[src/rtl/accel_spi_responder.sv]
// accel_spi_responder
//    SPI mode-3 slave emulating an ADXL345-style register interface, so the
//    FIR path's SPI master can be fed from a deterministic sample source.
//
//    Ports
//       sys_clk, reset_n        system clock, async active-low reset
//       spi_sclk/cs/mosi        SPI pins from the master (async to sys_clk)
//       spi_miso, spi_miso_oe   slave data out and its tristate enable
//       x/y/z_sample            16-bit two's-complement samples
//       sample_valid            one-cycle strobe qualifying the samples
//       int1                    DATA_READY interrupt (registered)
//       busy                    synchronised chip select is low
//
//    Frame FSM
//       state    | meaning
//       ST_IDLE  | cs high (or not yet armed), waiting for a cs falling edge
//       ST_CMD   | shifting in the command byte {R/W, MB, A[5:0]}
//       ST_DATA  | data bytes: writes commit / reads reload per byte
module accel_spi_responder #(
   parameter logic [7:0] DEVID       = 8'hE5,
   parameter int         SYNC_STAGES = 2
) (
   input  logic        sys_clk,
   input  logic        reset_n,
   input  logic        spi_sclk,
   input  logic        spi_cs,
   input  logic        spi_mosi,
   output logic        spi_miso,
   output logic        spi_miso_oe,
   input  logic [15:0] x_sample,
   input  logic [15:0] y_sample,
   input  logic [15:0] z_sample,
   input  logic        sample_valid,
   output logic        int1,
   output logic        busy
);

   typedef enum logic [1:0] {
      ST_IDLE = 2'd0,
      ST_CMD  = 2'd1,
      ST_DATA = 2'd2
   } state_t;

   logic [SYNC_STAGES-1:0] sclk_sync, cs_sync, mosi_sync;
   logic       sclk_d, cs_d;
   logic       sclk_s, cs_s, mosi_s;
   logic       sclk_rise, sclk_fall, cs_rise, cs_fall;
   logic       rst_seen, armed;

   state_t     state;
   logic [2:0] bit_cnt;
   logic [7:0] shift_in, shift_out;
   logic [5:0] addr;
   logic       rw, mb, load_req;
   logic [7:0] rx_byte;
   logic       byte_done, wr_en, rd_done_37;

   logic [7:0]  bw_rate, power_ctl, int_enable, data_format;
   logic [15:0] data_x, data_y, data_z;
   logic [15:0] pend_x, pend_y, pend_z;
   logic        pend_valid, data_ready;
   logic [7:0]  rd_data;

   // sclk and cs reset to their idle (high) level so reset produces no edges.
   always_ff @(posedge sys_clk or negedge reset_n) begin
      if (!reset_n) begin
         sclk_sync <= '1;
         cs_sync   <= '1;
         mosi_sync <= '0;
         sclk_d    <= 1'b1;
         cs_d      <= 1'b1;
         rst_seen  <= 1'b0;
         armed     <= 1'b0;
      end else begin
         sclk_sync <= {sclk_sync[SYNC_STAGES-2:0], spi_sclk};
         cs_sync   <= {cs_sync[SYNC_STAGES-2:0], spi_cs};
         mosi_sync <= {mosi_sync[SYNC_STAGES-2:0], spi_mosi};
         sclk_d    <= sclk_s;
         cs_d      <= cs_s;
         rst_seen  <= 1'b1;
         // A frame may only start after cs has really been seen high since
         // reset; a reset in the middle of a frame must not restart it.
         if (rst_seen && cs_sync[0])
            armed <= 1'b1;
      end
   end

   assign sclk_s    = sclk_sync[SYNC_STAGES-1];
   assign cs_s      = cs_sync[SYNC_STAGES-1];
   assign mosi_s    = mosi_sync[SYNC_STAGES-1];
   assign sclk_rise = sclk_s & ~sclk_d;
   assign sclk_fall = ~sclk_s & sclk_d;
   assign cs_rise   = cs_s & ~cs_d;
   assign cs_fall   = ~cs_s & cs_d;
   assign busy      = ~cs_s;

   assign rx_byte    = {shift_in[6:0], mosi_s};
   assign byte_done  = (state != ST_IDLE) && !cs_rise && sclk_rise && (bit_cnt == 3'd7);
   assign wr_en      = byte_done && (state == ST_DATA) && !rw;
   assign rd_done_37 = byte_done && (state == ST_DATA) && rw && (addr == 6'h37);

   always_comb begin
      rd_data = 8'h00;
      case (addr)
         6'h00:   rd_data = DEVID;
         6'h2C:   rd_data = bw_rate;
         6'h2D:   rd_data = power_ctl;
         6'h2E:   rd_data = int_enable;
         6'h30:   rd_data = {data_ready, 7'b0};
         6'h31:   rd_data = data_format;
         6'h32:   rd_data = data_x[7:0];
         6'h33:   rd_data = data_x[15:8];
         6'h34:   rd_data = data_y[7:0];
         6'h35:   rd_data = data_y[15:8];
         6'h36:   rd_data = data_z[7:0];
         6'h37:   rd_data = data_z[15:8];
         default: rd_data = 8'h00;
      endcase
   end

   always_ff @(posedge sys_clk or negedge reset_n) begin
      if (!reset_n) begin
         state       <= ST_IDLE;
         bit_cnt     <= 3'd0;
         shift_in    <= 8'h00;
         shift_out   <= 8'h00;
         addr        <= 6'h00;
         rw          <= 1'b0;
         mb          <= 1'b0;
         load_req    <= 1'b0;
         spi_miso    <= 1'b0;
         spi_miso_oe <= 1'b0;
      end else if (cs_rise) begin
         // Partial bytes are simply dropped; nothing was written for them.
         state       <= ST_IDLE;
         bit_cnt     <= 3'd0;
         load_req    <= 1'b0;
         spi_miso_oe <= 1'b0;
      end else if (cs_fall && armed) begin
         state    <= ST_CMD;
         bit_cnt  <= 3'd0;
         shift_in <= 8'h00;
         load_req <= 1'b0;
      end else if (state != ST_IDLE) begin
         if (sclk_rise) begin
            shift_in <= rx_byte;
            bit_cnt  <= bit_cnt + 3'd1;
            if (bit_cnt == 3'd7) begin
               if (state == ST_CMD) begin
                  rw       <= rx_byte[7];
                  mb       <= rx_byte[6];
                  addr     <= rx_byte[5:0];
                  load_req <= rx_byte[7];
                  state    <= ST_DATA;
               end else begin
                  if (mb)
                     addr <= addr + 6'd1;
                  load_req <= rw;
               end
            end
         end else if (sclk_fall) begin
            if (load_req) begin
               // Snapshot the whole byte now so later register updates
               // cannot corrupt a byte already in flight.
               spi_miso    <= rd_data[7];
               shift_out   <= {rd_data[6:0], 1'b0};
               spi_miso_oe <= 1'b1;
               load_req    <= 1'b0;
            end else if (spi_miso_oe) begin
               spi_miso  <= shift_out[7];
               shift_out <= {shift_out[6:0], 1'b0};
            end
         end
      end
   end

   always_ff @(posedge sys_clk or negedge reset_n) begin
      if (!reset_n) begin
         bw_rate     <= 8'h0A;
         power_ctl   <= 8'h00;
         int_enable  <= 8'h00;
         data_format <= 8'h00;
         data_x      <= 16'h0000;
         data_y      <= 16'h0000;
         data_z      <= 16'h0000;
         pend_x      <= 16'h0000;
         pend_y      <= 16'h0000;
         pend_z      <= 16'h0000;
         pend_valid  <= 1'b0;
         data_ready  <= 1'b0;
         int1        <= 1'b0;
      end else begin
         if (wr_en) begin
            case (addr)
               6'h2C:   bw_rate     <= rx_byte;
               6'h2D:   power_ctl   <= rx_byte;
               6'h2E:   int_enable  <= rx_byte;
               6'h31:   data_format <= rx_byte;
               default: ;
            endcase
         end
         if (rd_done_37)
            data_ready <= 1'b0;
         // Later assignments win: commit/set override a same-cycle clear.
         if (cs_rise && pend_valid) begin
            data_x     <= pend_x;
            data_y     <= pend_y;
            data_z     <= pend_z;
            data_ready <= 1'b1;
            pend_valid <= 1'b0;
         end
         if (sample_valid && power_ctl[3]) begin
            if (cs_s) begin
               data_x     <= x_sample;
               data_y     <= y_sample;
               data_z     <= z_sample;
               data_ready <= 1'b1;
            end else begin
               pend_x     <= x_sample;
               pend_y     <= y_sample;
               pend_z     <= z_sample;
               pend_valid <= 1'b1;
            end
         end
         int1 <= data_ready & int_enable[7];
      end
   end

endmodule

[config.mk]
export PLATFORM = sky130hd
export DESIGN_NAME = accel_spi_responder
export DESIGN_NICKNAME = d
export VERILOG_FILES = /design/src/rtl/accel_spi_responder.sv
export SDC_FILE = /design/constraint.sdc
export NUM_CORES = 1
export LEC_CHECK = 0
export BUFFER_PORTS_ARGS = -buffer_cell sky130_fd_sc_hd__buf_4
export CORE_MARGIN = 1.5
export CORE_UTILIZATION = 55
export CTS_CLUSTER_SIZE = 25
export DETAILED_ROUTE_END_ITERATION = 6
export PLACE_DENSITY_LB_ADDON = 0.25
export SLEW_MARGIN = 20
export SYNTH_ARGS = -nofsm -noshare
export SYNTH_HDL_FRONTEND = slang
export SYNTH_SLANG_ARGS = --single-unit
[constraint.sdc]
create_clock -name sys_clk -period 4.97 [get_ports sys_clk]
set_input_delay 0.7455 -clock sys_clk [delete_from_list [all_inputs] [get_ports sys_clk]]
set_output_delay 0.7455 -clock sys_clk [all_outputs]
set_load 0.05 [all_outputs]
==> results by group <==
Power and ir drop
  – Total power: 2.97 mW
  – Comb pwr share: 4.9%
  – Lkg Pwr: 4.50 nW
  – Net Switching: 697 µW
  – Seq pwr share: 50.2%
  – Internal: 2.28 mW
  – Pwr dens: 329 nW/µm²
  – Clock share of power: 44.9%
  – Sw frac: 23.4%
  – Max VDD drop: 0.321 mV

Timing
  – Worst-Margin Slew: 988 ps
  – Worst rel slew slack: 34.1%
  – Final slew viol count: 0
  – Setup Skew: 7.83 ps
  – Final hold vios: 0
  – Worst hold slack: 354 ps
  – Setup_tns: 0 ps
  – RSZ-0062 raised after global routing: no
  – Post-layout min period: 2640 ps
  – Final cycle utilization of the critical path: 53.2%
  – Final setup viols: 0
  – Max Freq: 379 MHz

Clock tree
  – Clock Path Buffers: 2
  – Setup bufs post-CTS: 0
  – Root buf cell: clkbuf_16
  – Clock tree from TritonCTS: built
  – Clock slew at reported path FFs: 70 ps
  – H-tree levels: 4
  – Total clock sinks: 171
  – Cts hold-fix bufs: 0
  – Clk_lat worst skew: 430 ps
  – CTS-repair resized insts: 0
  – Num CTS Buffers: 17

Synthesis
  – Yosys reg bits: 171
  – Synth cell types: 57
  – Yosys top cell area share: 51.5%
  – Number of cells produced by synthesis: 693
  – Seq/Total Area, Yosys: 54.1%
  – Number of synthesized flops with an enable pin: 0
  – YS warnings: 0
  – Post-synth net total: 755
  – Synth Cell Area: 7930 µm²
  – Post-synth top area cell: dfrtp_1
  – Ys async rst share: 100%
  – Top FF cell, synth: dfrtp_1
  – Area contributors post-synth: dfrtp_1 (51%), mux2_2 (12%), mux2i_1 (6.9%)
  – Avg Inst Size Synth: 11.4 µm²

Global routing
  – GRT Total Usage: 26.3%
  – First-pass GRT wire length: 29,900 µm
  – Vias in the first global route: 5,675
  – Congestion Overflow GR: 0
  – Initial antenna violation count: 0
  – Largest net degree at the start of global routing: 107

Route
  – Iter 0 DRT Violations: 572
  – Total number of vias: 5,666
  – Via density per instance: 6.15
  – DRT antenna net count: 0
  – Met1 wire length: 8200 µm
  – DR WL/cell: 20.1 µm
  – Pre-antenna DRT Iters: 5
  – DR top layer: met4
  – # DRC: 0
  – Total wire length: 18,500 µm
  – Met3 WL: 1210 µm
  – Met2 routed wirelength: 8770 µm

Floorplan
  – Die area: 15,100 µm²
  – Core area: 14,000 µm²
  – Die Y: 123 µm
  – Initial core utilization: 56.7%
  – Std cell rows: 43
  – Die width: 123 µm
  – I/O Pins: 58

Worst setup path
  – CP startpoint kind: flop
  – Crit path required time: 5290 ps
  – Crit-path max FO: 8
  – Arrival time at the worst endpoint: 2960 ps
  – CP delay by family, top: simple AND/OR/NAND/NOR gates
  – CP max stage delay: 550 ps
  – R2R Path Start: sclk_sync[1]
  – Worst path bufs/invs: 0
  – CP startpoint: sclk_sync[1]
  – Critical path, cell by cell: ha_1, nand2_1, nor4b_1, nor2b_1, nand3_2, mux2_1
  – Setup Crit Path Kind: flop to flop
  – Crit-path slowest cell: dfstp_2
  – Crit end category: flop

Worst hold path
  – Hold path start: mosi_sync[0]
  – Hold WC Path Type: flop to flop

Cells and area
  – Final std cells w/o fill: 922
  – # diodes: 0
  – Layout cell share with drive strength beyond 1: 26.0%
  – Commonest cells after routing, fill and taps aside: dfrtp_1 (163), mux2_2 (81), nand2_1 (72)
  – FILL cells: 1,086
  – Nets: 791
  – Area growth, synth to finish: 14.1%
  – Commonest non-fill, non-tap cell in the layout: dfrtp_1

Placement
  – PortBufs: 57
  – Placer Congestion: 0.926
  – Post-Place Cells: 890
  – Final HPWL DP: 12,400 µm

Job
  – Max Cap Viol: 0

Status
  – Status: complete, no violations
stage by stage:
stage | worst slack, ps | utilization [%] | area [µm²]
2_1_floorplan | 2910 | - | 7930
6_report | 2330 | 64.7 | 9050
4_1_cts | 2380 | 64.7 | 9050
3_3_place_gp | 2480 | 60.4 | 8450
3_5_place_dp | 2420 | 60.4 | 8450
5_1_grt | 2170 | 64.7 | 9050
cells by family after synthesis:
kind of cell               share of synthesized area, %
muxes                                              18.7
other                                            0.0473
adders and majority gates                          1.26
xor gates and xnor gates                          0.331
DFF                                                54.1
and+or+nand+nor                                    11.0
AOI/OAI and AO/OA                                  11.8
buffers and inverters                              2.73
path summary, 6_finish.rpt:
| kind | end | slack [ps] | cells after the start |
|---|---|---|---|
| hold / removal | mosi_sync[1] | 350 | 0 |
| hold reg to reg | mosi_sync[1] | 350 | 0 |
| setup reg to reg | data_format[0] | 2330 | 6 |
| min in group asynchronous | pend_y[6] | 410 | 1 |
| setup / recovery | data_format[0] | 2330 | 6 |
| max in group asynchronous | data_z[7] | 3450 | 2 |
worst reg2reg max path, delay by kind of cell, from the launching register on:
kind	cells	cell delay (ps)
adder cells (fa/ha/maj)	1	240
flip-flops	1	550
multiplexers	1	420
AND/OR/NAND/NOR	4	1330
layout make-up:
class | instances | area [µm²] | area share (%)
Clock buffer | 20 | 457 | 5.05
Clock inverter | 12 | 138 | 1.52
Inverter | 9 | 33.8 | 0.373
Multi-Input combinational cell | 468 | 3440 | 38.0
Sequential cell | 171 | 4290 | 47.4
Tap cell | 180 | 225 | 2.49
Timing Repair Buffer | 62 | 469 | 5.19
cell usage after synthesis, types with 11 or more instances:
library cell  count
dfrtp_1         163
mux2_2           81
nand2_1          73
mux2i_1          55
o21ai_0          54
clkbuf_1         28
and3_1           23
nand3_1          20
a21oi_1          17
nor2_1           17
buf_2            11
nor2b_1          11
power by group through the flow:
stage,registers [mW],clock network (mW),logic [mW]
finish,1.49,1.34,0.145
global route,1.50,1.41,0.164
CTS,1.49,1.35,0.148
detailed placement,1.52,0,0.147
global placement,1.52,0,0.139
floorplan,1.49,0,0.0646
state kept, by name, summed over array words and instances, names as in the netlist, 2 cells and up:
register / count
cs_sync: 2
data_y: 16
pend_x: 16
data_format: 8
mosi_sync: 2
power_ctl: 8
bit_cnt: 3
pend_y: 16
data_x: 16
int_enable: 8
sclk_sync: 2
shift_in: 7
data_z: 16
state: 2
bw_rate: 8
shift_out: 7
pend_z: 16
addr: 6
routing by layer:
layer	vias to the layer above	global-route usage [%]
met1	2846	35.5
met2	193	41.8
met4	0	8.91
met3	27	6.41
li1	2600	-
met5	-	0
Power figures use the tool's default switching activity.
